## config.mk

```make
export PLATFORM = sky130hd
export DESIGN_NAME = lsu_queued
export DESIGN_NICKNAME = d
export VERILOG_FILES = /design/src/rtl/lsu_pkg.sv /design/src/rtl/lsu_fifo.sv /design/src/rtl/lsu_queued.sv
export SDC_FILE = /design/constraint.sdc
export NUM_CORES = 1
export LEC_CHECK = 0
export ABC_AREA = 1
export BUFFER_PORTS_ARGS = -buffer_cell sky130_fd_sc_hd__buf_4
export CORE_ASPECT_RATIO = 0.8
export CORE_UTILIZATION = 50
export DETAILED_ROUTE_END_ITERATION = 10
export MAX_ROUTING_LAYER = met4
export PLACE_DENSITY = 0.69
export SYNTH_ARGS = -nofsm -noshare
export SYNTH_HDL_FRONTEND = slang
export SYNTH_SLANG_ARGS = --single-unit
```

## constraint.sdc

```tcl
create_clock -name clk -period 8.9 [get_ports clk]
set_input_delay 1.78 -clock clk [delete_from_list [all_inputs] [get_ports clk]]
set_output_delay 1.78 -clock clk [all_outputs]
set_load 0.005 [all_outputs]
```

## src/rtl/lsu_pkg.sv

```systemverilog
// rtl/lsu_pkg.sv - shared funct3 codes, FSM states, error causes and decode helper for the LSU
package lsu_pkg;

    localparam logic [2:0] F3_LB  = 3'b000;
    localparam logic [2:0] F3_LH  = 3'b001;
    localparam logic [2:0] F3_LW  = 3'b010;
    localparam logic [2:0] F3_LD  = 3'b011;
    localparam logic [2:0] F3_LBU = 3'b100;
    localparam logic [2:0] F3_LHU = 3'b101;
    localparam logic [2:0] F3_LWU = 3'b110;
    localparam logic [2:0] F3_SB  = 3'b000;
    localparam logic [2:0] F3_SH  = 3'b001;
    localparam logic [2:0] F3_SW  = 3'b010;
    localparam logic [2:0] F3_SD  = 3'b011;

    localparam logic ERR_MISALIGNED = 1'b0;
    localparam logic ERR_ILLEGAL    = 1'b1;

    typedef enum logic [1:0] {
        ST_IDLE     = 2'd0,
        ST_ISSUE    = 2'd1,
        ST_WAIT_RSP = 2'd2
    } lsu_state_e;

    // funct3[1:0] is log2 of the access size for every legal code, so only legality needs a table
    function automatic logic funct3_legal(input logic we, input logic [2:0] f3, input logic rv64);
        logic ok;
        ok = 1'b0;
        if (we) begin
            ok = (f3 == F3_SB) || (f3 == F3_SH) || (f3 == F3_SW) || (rv64 && (f3 == F3_SD));
        end else begin
            ok = (f3 == F3_LB) || (f3 == F3_LH) || (f3 == F3_LW) || (f3 == F3_LBU) ||
                 (f3 == F3_LHU) || (rv64 && ((f3 == F3_LD) || (f3 == F3_LWU)));
        end
        return ok;
    endfunction

endpackage

```

## src/rtl/lsu_fifo.sv

```systemverilog
// rtl/lsu_fifo.sv - synchronous request FIFO with show-ahead head output
module lsu_fifo #(
    parameter int WIDTH = 8,
    parameter int DEPTH = 4
) (
    input  logic             clk,
    input  logic             reset,
    input  logic             push,
    input  logic [WIDTH-1:0] push_data,
    input  logic             pop,
    output logic             full,
    output logic             empty,
    output logic [WIDTH-1:0] head
);
    localparam int AW = $clog2(DEPTH);

    logic [WIDTH-1:0] mem_q [DEPTH];
    logic [AW:0]      wr_ptr_q, wr_ptr_d;
    logic [AW:0]      rd_ptr_q, rd_ptr_d;

    // Extra pointer MSB distinguishes full from empty when the index bits match
    assign empty = (wr_ptr_q == rd_ptr_q);
    assign full  = (wr_ptr_q[AW] != rd_ptr_q[AW]) && (wr_ptr_q[AW-1:0] == rd_ptr_q[AW-1:0]);
    assign head  = mem_q[rd_ptr_q[AW-1:0]];

    // Advance pointers only on legal push/pop
    always_comb begin
        wr_ptr_d = wr_ptr_q;
        rd_ptr_d = rd_ptr_q;
        if (push && !full) begin
            wr_ptr_d = wr_ptr_q + (AW+1)'(1);
        end
        if (pop && !empty) begin
            rd_ptr_d = rd_ptr_q + (AW+1)'(1);
        end
    end

    // Pointer registers; reset flushes the queue
    always_ff @(posedge clk) begin
        if (reset) begin
            wr_ptr_q <= '0;
            rd_ptr_q <= '0;
        end else begin
            wr_ptr_q <= wr_ptr_d;
            rd_ptr_q <= rd_ptr_d;
        end
    end

    // Storage array; contents need no reset because the pointers gate visibility
    always_ff @(posedge clk) begin
        if (push && !full) begin
            mem_q[wr_ptr_q[AW-1:0]] <= push_data;
        end
    end

endmodule

```

## src/rtl/lsu_queued.sv

```systemverilog
// rtl/lsu_queued.sv - queued in-order load/store unit with lane alignment and load extension
module lsu_queued
    import lsu_pkg::*;
#(
    parameter int XLEN  = 32,
    parameter int RA_W  = 6,
    parameter int DEPTH = 4
) (
    input  logic              clk,
    input  logic              reset,
    input  logic              req_valid,
    output logic              req_ready,
    input  logic              req_we,
    input  logic [2:0]        req_funct3,
    input  logic [XLEN-1:0]   req_addr,
    input  logic [RA_W-1:0]   req_rd,
    input  logic [XLEN-1:0]   req_wdata,
    output logic              mem_req_valid,
    input  logic              mem_req_ready,
    output logic              mem_we,
    output logic [XLEN-1:0]   mem_addr,
    output logic [XLEN/8-1:0] mem_be,
    output logic [XLEN-1:0]   mem_wdata,
    input  logic              mem_rsp_valid,
    input  logic [XLEN-1:0]   mem_rdata,
    output logic              wb_valid,
    output logic [RA_W-1:0]   wb_rd,
    output logic [XLEN-1:0]   wb_data,
    output logic              err_valid,
    output logic              err_cause,
    output logic [XLEN-1:0]   err_addr,
    output logic              busy
);
    localparam int   BE_W  = XLEN / 8;
    localparam int   OFF_W = $clog2(BE_W);
    localparam logic RV64  = (XLEN == 64);

    typedef struct packed {
        logic            we;
        logic [2:0]      funct3;
        logic [XLEN-1:0] addr;
        logic [RA_W-1:0] rd;
        logic [XLEN-1:0] wdata;
    } lsu_entry_t;

    lsu_entry_t push_e, head_e;
    logic       fifo_full, fifo_empty, fifo_pop;

    lsu_state_e        state_q, state_d;
    logic              pend_we_q, pend_we_d;
    logic [RA_W-1:0]   pend_rd_q, pend_rd_d;
    logic [2:0]        pend_f3_q, pend_f3_d;
    logic [OFF_W-1:0]  pend_off_q, pend_off_d;
    logic              wb_valid_q, wb_valid_d;
    logic [RA_W-1:0]   wb_rd_q, wb_rd_d;
    logic [XLEN-1:0]   wb_data_q, wb_data_d;
    logic              err_valid_q, err_valid_d;
    logic              err_cause_q, err_cause_d;
    logic [XLEN-1:0]   err_addr_q, err_addr_d;

    logic [OFF_W-1:0]  head_off, align_mask;
    logic [BE_W-1:0]   size_be, issue_be;
    logic [XLEN-1:0]   issue_addr, issue_wdata;
    logic              head_illegal, head_misaligned;
    logic [XLEN-1:0]   load_sh, ext_mask, load_ext;
    logic              sign_bit;

    assign push_e    = '{we: req_we, funct3: req_funct3, addr: req_addr, rd: req_rd, wdata: req_wdata};
    assign req_ready = ~fifo_full;

    lsu_fifo #(
        .WIDTH ($bits(lsu_entry_t)),
        .DEPTH (DEPTH)
    ) u_fifo (
        .clk       (clk),
        .reset     (reset),
        .push      (req_valid & ~fifo_full),
        .push_data (push_e),
        .pop       (fifo_pop),
        .full      (fifo_full),
        .empty     (fifo_empty),
        .head      (head_e)
    );

    // Decode the head entry: legality, alignment, byte lanes and shifted store data
    always_comb begin
        head_off   = head_e.addr[OFF_W-1:0];
        align_mask = '0;
        size_be    = '0;
        case (head_e.funct3[1:0])
            2'd0:    begin align_mask = OFF_W'(3'd0); size_be = BE_W'(8'h01); end
            2'd1:    begin align_mask = OFF_W'(3'd1); size_be = BE_W'(8'h03); end
            2'd2:    begin align_mask = OFF_W'(3'd3); size_be = BE_W'(8'h0F); end
            default: begin align_mask = OFF_W'(3'd7); size_be = BE_W'(8'hFF); end
        endcase
        head_illegal    = !funct3_legal(head_e.we, head_e.funct3, RV64);
        head_misaligned = (head_off & align_mask) != '0;
        issue_be        = size_be << head_off;
        issue_wdata     = head_e.wdata << {head_off, 3'b000};
        issue_addr      = {head_e.addr[XLEN-1:OFF_W], {OFF_W{1'b0}}};
    end

    // Extract the addressed lanes of the read data and sign/zero extend to XLEN
    always_comb begin
        load_sh  = mem_rdata >> {pend_off_q, 3'b000};
        ext_mask = '1;
        sign_bit = load_sh[XLEN-1];
        case (pend_f3_q[1:0])
            2'd0:    begin ext_mask = XLEN'(64'h0000_0000_0000_00FF); sign_bit = load_sh[7];  end
            2'd1:    begin ext_mask = XLEN'(64'h0000_0000_0000_FFFF); sign_bit = load_sh[15]; end
            2'd2:    begin ext_mask = XLEN'(64'h0000_0000_FFFF_FFFF); sign_bit = load_sh[31]; end
            default: begin ext_mask = '1; sign_bit = load_sh[XLEN-1]; end
        endcase
        if (pend_f3_q[2]) begin
            sign_bit = 1'b0;
        end
        load_ext = (load_sh & ext_mask) | (sign_bit ? ~ext_mask : '0);
    end

    // Next-state logic: reject bad heads, issue good ones, wait for the response
    always_comb begin
        state_d     = state_q;
        fifo_pop    = 1'b0;
        pend_we_d   = pend_we_q;
        pend_rd_d   = pend_rd_q;
        pend_f3_d   = pend_f3_q;
        pend_off_d  = pend_off_q;
        wb_valid_d  = 1'b0;
        wb_rd_d     = '0;
        wb_data_d   = '0;
        err_valid_d = 1'b0;
        err_cause_d = 1'b0;
        err_addr_d  = '0;
        case (state_q)
            ST_IDLE: begin
                if (!fifo_empty) begin
                    if (head_illegal || head_misaligned) begin
                        fifo_pop    = 1'b1;
                        err_valid_d = 1'b1;
                        err_cause_d = head_illegal ? ERR_ILLEGAL : ERR_MISALIGNED;
                        err_addr_d  = head_e.addr;
                    end else begin
                        state_d = ST_ISSUE;
                    end
                end
            end
            ST_ISSUE: begin
                if (mem_req_ready) begin
                    fifo_pop   = 1'b1;
                    pend_we_d  = head_e.we;
                    pend_rd_d  = head_e.rd;
                    pend_f3_d  = head_e.funct3;
                    pend_off_d = head_off;
                    state_d    = ST_WAIT_RSP;
                end
            end
            ST_WAIT_RSP: begin
                if (mem_rsp_valid) begin
                    state_d = ST_IDLE;
                    if (!pend_we_q && (pend_rd_q != '0)) begin
                        wb_valid_d = 1'b1;
                        wb_rd_d    = pend_rd_q;
                        wb_data_d  = load_ext;
                    end
                end
            end
            default: state_d = ST_IDLE;
        endcase
    end

    // State, pending-access and output-pulse registers
    always_ff @(posedge clk) begin
        if (reset) begin
            state_q     <= ST_IDLE;
            pend_we_q   <= 1'b0;
            pend_rd_q   <= '0;
            pend_f3_q   <= '0;
            pend_off_q  <= '0;
            wb_valid_q  <= 1'b0;
            wb_rd_q     <= '0;
            wb_data_q   <= '0;
            err_valid_q <= 1'b0;
            err_cause_q <= 1'b0;
            err_addr_q  <= '0;
        end else begin
            state_q     <= state_d;
            pend_we_q   <= pend_we_d;
            pend_rd_q   <= pend_rd_d;
            pend_f3_q   <= pend_f3_d;
            pend_off_q  <= pend_off_d;
            wb_valid_q  <= wb_valid_d;
            wb_rd_q     <= wb_rd_d;
            wb_data_q   <= wb_data_d;
            err_valid_q <= err_valid_d;
            err_cause_q <= err_cause_d;
            err_addr_q  <= err_addr_d;
        end
    end

    // Memory request fields come straight from the held head entry and are zero outside ISSUE
    always_comb begin
        mem_req_valid = (state_q == ST_ISSUE);
        mem_we        = mem_req_valid & head_e.we;
        mem_addr      = mem_req_valid ? issue_addr : '0;
        mem_be        = mem_req_valid ? issue_be : '0;
        mem_wdata     = (mem_req_valid && head_e.we) ? issue_wdata : '0;
    end

    assign wb_valid  = wb_valid_q;
    assign wb_rd     = wb_rd_q;
    assign wb_data   = wb_data_q;
    assign err_valid = err_valid_q;
    assign err_cause = err_cause_q;
    assign err_addr  = err_addr_q;
    assign busy      = ~fifo_empty | (state_q != ST_IDLE);

endmodule

```

# ---- Word level (Yosys, flattened, before mapping)
# Memory sizes are Yosys's and may differ from the RTL's. A register that Yosys moved wholly into a read port is not among the register bits.
# Cells that the tools add are included.
dict set report op_classes {
  add_sub_neg 2
  n_mul 0
  div 0
  order_cmp 0
  eq_ne 15
  shifts 3
  muxes 25
  n_bitwise 14
  reduce_logical 27
}
# op n
set op_table {}
lappend op_table {{$mux W32} 3}
lappend op_table {{$pmux W32 S2} 1}
lappend op_table {{$and A32 B32 Y32} 1}
lappend op_table {{$not A32 Y32} 1}
lappend op_table {{$or A32 B32 Y32} 1}
lappend op_table {{$shl A32 B5 Y32} 1}
lappend op_table {{$shr A32 B5 Y32} 1}
lappend op_table {{$mux W2} 6}
lappend op_table {{$mux W1} 9}
lappend op_table {{$pmux W4 S2} 1}
lappend op_table {{$reduce_or A4 Y1} 2}
lappend op_table {{$not A1 Y1} 7}
lappend op_table {{$add A3 B1 Y3 const B} 2}
lappend op_table {{$eq A2 B1 Y1 const B} 3}
lappend op_table {{$eq A3 B3 Y1 const B} 2}
lappend op_table {{$logic_not A2 Y1} 3}
lappend op_table {{$ne A2 B2 Y1 const B} 3}
lappend op_table {{$pmux W2 S3} 1}
lappend op_table {{$reduce_bool A6 Y1} 1}
lappend op_table {{$logic_and A1 B1 Y1} 5}
lappend op_table {{$logic_or A1 B1 Y1} 5}
lappend op_table {{$logic_not A1 Y1} 4}
lappend op_table {{$mux W4} 1}
lappend op_table {{$pmux W1 S2} 2}
lappend op_table {{other kinds (18)} 20}
dict set report word_totals {
  register_bits 93
  latchBits 0
  ramBits 296
  rom_bits 0
  output_inout_bits 145
  elab_cells 100
  n_memories 1
}
# name words width rd rd_ports_with_merged_regs wr line_no
set memory_table {}
lappend memory_table {u_fifo.mem_q 4 74 1 1 1 lsu_fifo.sv:17} ;# logic [WIDTH-1:0] mem_q [DEPTH];

# ---- Depth between registers and ports, before layout
dict set report logic_depth {
  ltp_word 14
  depth_mapped 15
}

# ---- Hierarchy
# Synthesis repeated with hierarchy kept, for this count alone.
dict set report unflattened {
  hier_cells 1374
  hier_area_um2 15413.5
}
# mod instances cells_per_inst area_per_inst_um2 seq_area_each_um2
set by_module_without_submodules {}
lappend by_module_without_submodules {lsu_fifo 1 792 11439.7 9048.7}
lappend by_module_without_submodules {lsu_queued 1 582 3973.8 1741.7}

# ---- Worst setup path before layout
# Ideal clock, no wire load.
dict set report synth_path {
  path_kind {input-to-reg}
  from {input req_valid}
  to {register u_fifo.wr_ptr_q[2]}
  arrival_ns 5.515
  slack_ns 3.293
  cell_stages 4
  n_path_buf 0
  path_cell_list {nand2_1 -> nor2_1 -> o21ai_0 -> a21oi_1}
}
dict set report synth_via {
  elab_chain_len 2
}
# item line_no
set synth_lines {}
lappend synth_lines {{from (decl)} lsu_queued.sv:11} ;# input logic req_valid,
lappend synth_lines {{$and A1 B1 Y1} lsu_queued.sv:77} ;# .push (req_valid & ~fifo_full),
lappend synth_lines {{$logic_and A1 B1 Y1} lsu_fifo.sv:30} ;# if (push && !full) begin
lappend synth_lines {{to (signal assigned)} lsu_fifo.sv:44} ;# wr_ptr_q <= wr_ptr_d;
lappend synth_lines {{to (decl)} lsu_fifo.sv:18} ;# logic [AW:0] wr_ptr_q, wr_ptr_d;
# Every way passes these cells.
# A chain may end at the register's enable or synchronous reset.

==> run metrics <==
#FFs+latches synth=391; # nets final=1701; Mapped Area=15600 µm²; final setup fails=0; Die Y=between 150 and 200 µm; WP data arrival=4.35 ns; Initial Util=51.2%; Reg clk slew, reported paths=0.06 ns; Syn Inst Count=1364; Slew @ Worst Pin=1.03 ns; worst r2r dst=err_addr[9]; CP startpoint kind=flop; post-cts sizing count=0; Worst VDD drop=0.000189 V; Fin Clk Skew=about 0.018 ns; Die W=200 µm; Critical Path Stages=9; Top FF cell, synth=edfxtp_1; Die ar.=about 32000 µm²; global-route wire length before repair=58100 µm; critical path required time=7.12 ns; CP Cell Sequence=inv_6 > nand2_1 > nand3_1 > nand2_1 > inv_2 > nor2_1 > nand3_1 > a21oi_1 > buf_4; area of the multi-input gates=4120 µm²; Critical Path End Type=output port; Routed WL per cell=18.5 µm; Post-synth ARST share=0%; Total Wirelength=approximately 38000 µm; leak pwr=7.52 nW; max-cap violation count=0; Iter 0 DRT Violations=750; clock latency on the worst-skew pair=roughly 0.54 ns; Overall Global Routing Usage=24.4%; fmax=between 150 and 200 MHz; Post-CTS Setup Bufs=0; largest net degree at the start of global routing=91; initial antenna violation count=2; Vias=10960; Port Buffer Count=253; DR DRC count=0; critical path's slowest cell=dfxtp_4; placed instance area=17700 µm²; RSZ-0062 raised after global routing=no; Top Ports=256; Final Total Pwr=5.59 mW; Fillers=2455; Final HPWL DP=22900 µm; Synth-to-Final Area Change=22.1%; Reg2Reg Depth=12; sequential element share of the synthesized area=69.0%; final hold vios=0; CTS buffer count=40; Synth warnings=0; CTS Buffer Depth=3; CTS Root Cell=clkbuf_16; vias in the first global route=10582; critical path's top delay family=simple AND/OR/NAND/NOR gates; post-detailed-route count of antenna-violating nets=0; CTS H-tree depth=2; final period utilization=roughly 70%; share of layout cells above drive strength 1=about a quarter; status=finished, final reports clean; FF-to-FF setup slack=roughly 4.7 ns; distinct cell type count after synthesis=40; core area=30500 µm²; Setup CP Type=reg2out; commonest non-fill, non-tap cells in the layout=edfxtp_1, nand2_1, buf_4, nor2_1, a21oi_1; CP max stage delay=0.93 ns; mean area per synthesized cell=approximately 11 µm²; clk sinks=391; Final Wtd Congestion=0.881; Slew Viols, Final=0; slew margin rel.=31.3%; CP Capture Point=mem_wdata[22]; commonest non-fill, non-tap cell in the layout=edfxtp_1; PD cells=293 nW/µm²; worst-path maximum fanout=83; Reg area=10800 µm²; minimum clock period=6.13 ns; EDFF count, synth=296; Vias/cell=5.39; gr ovfl total=0; FP Rows=57; Fin Setup TNS=0 ns; CP Buf/Inv Count=3; Design Area, Final=19100 µm²; total iterations of the first detailed-routing run=6; HP Class=reg2reg; CTS Hold Buffers Added=0; CTS tree=yes
[how the worst min path moves through the flow]
stage                  from        to  cells after the start
2_1_floorplan  pend_rd_q[2]  wb_rd[2]                      2
3_3_place_gp   pend_rd_q[2]  wb_rd[2]                      2
3_5_place_dp   pend_rd_q[2]  wb_rd[2]                      2
4_1_cts        pend_rd_q[2]  wb_rd[2]                      2
5_1_grt        pend_rd_q[2]  wb_rd[2]                      2
6_report       pend_rd_q[2]  wb_rd[2]                      2
[metrics by stage]
| stage | util (%) | hold slack, ns | std cells | worst slack (ns) |
|---|---|---|---|---|
| global route | 62.5 | 0.477 | 2032 | 2.34 |
| CTS | 62.5 | 0.452 | 2030 | 2.77 |
| floorplan | - | 0.430 | 1365 | 3.29 |
| global placement | 58.0 | 0.448 | 1956 | 3.44 |
| detailed placement | 58.0 | 0.442 | 1956 | 3.35 |
| finish | 62.5 | 0.450 | 2032 | 2.77 |
[cell families (layout without fill, tap and decap cells)]
family	Yosys count	count (layout)	synth area share [%]
XOR/XNOR	3	3	0.168
AO/OA/AOI/OAI	283	283	11.0
AND/OR/NAND/NOR	520	520	14.5
buffers and inverters	161	413	4.84
adder cells (fa/ha/maj)	5	5	0.400
flip-flops	391	391	69.0
other	1	4	0.0240
[layer usage]
metal,part of all wire [%],global-route usage [%]
met1,43,32.2
met2,46,37.9
met3,8.7,5.66
met4,1.8,6.04
met5,0,-
[where the power goes]
group	total [mW]	switching, mW	leakage, nW	internal [mW]
sequential	2.22	0.0937	3.49	2.13
combinational	1.63	1.07	3.35	0.564
clock	1.74	0.691	0.683	1.04
total	5.59	1.85	7.52	3.73
[synth_stat cells, types with 2 or more instances]
master	instances	area, µm²
a21oi_1	108	541
a221oi_1	4	35.0
a31oi_1	3	18.8
a32o_1	43	430
buf_12	3	60.1
buf_2	25	125
buf_4	8	60.1
buf_6	5	56.3
clkbuf_1	43	161
dfxtp_1	95	1900
edfxtp_1	296	8890
ha_1	5	62.6
inv_1	68	255
inv_2	7	26.3
nand2_1	276	1040
nand2_2	4	25.0
nand3_1	41	205
nand3_2	2	20.0
nor2_1	160	601
nor2_4	30	338
nor3_1	2	10.0
o211ai_1	9	67.6
o21ai_0	88	440
o21ai_1	5	25.0
o221ai_1	3	26.3
o22a_1	2	17.5
o22ai_1	14	87.6
xnor2_1	3	26.3
[final cells by class]
type	instances	share of cell area, %
Antenna cell	2	0.0262
Clock buffer	56	6.16
Clock inverter	18	1.08
Inverter	76	1.53
Multi-Input combinational cell	813	21.6
Sequential cell	391	56.6
Tap cell	413	2.71
Timing Repair Buffer	263	10.3
[sequential cells by signal, indices dropped and copies added (netlist names), named ones only]
register / count
err_addr: 32
err_cause: 1
err_valid: 1
pend_f3_q: 3
pend_off_q: 2
pend_rd_q: 6
pend_we_q: 1
state_q: 2
u_fifo.mem_q: 296
u_fifo.rd_ptr_q: 3
u_fifo.wr_ptr_q: 3
wb_data: 32
wb_rd: 6
wb_valid: 1
[tightest hold or removal path, stage by stage (launching register included)]
cell	delay (ns)
dfxtp_1	0.31
inv_1	0.06
nor2_1	0.04
No activity file was read; power rests on OpenSTA's default activity.
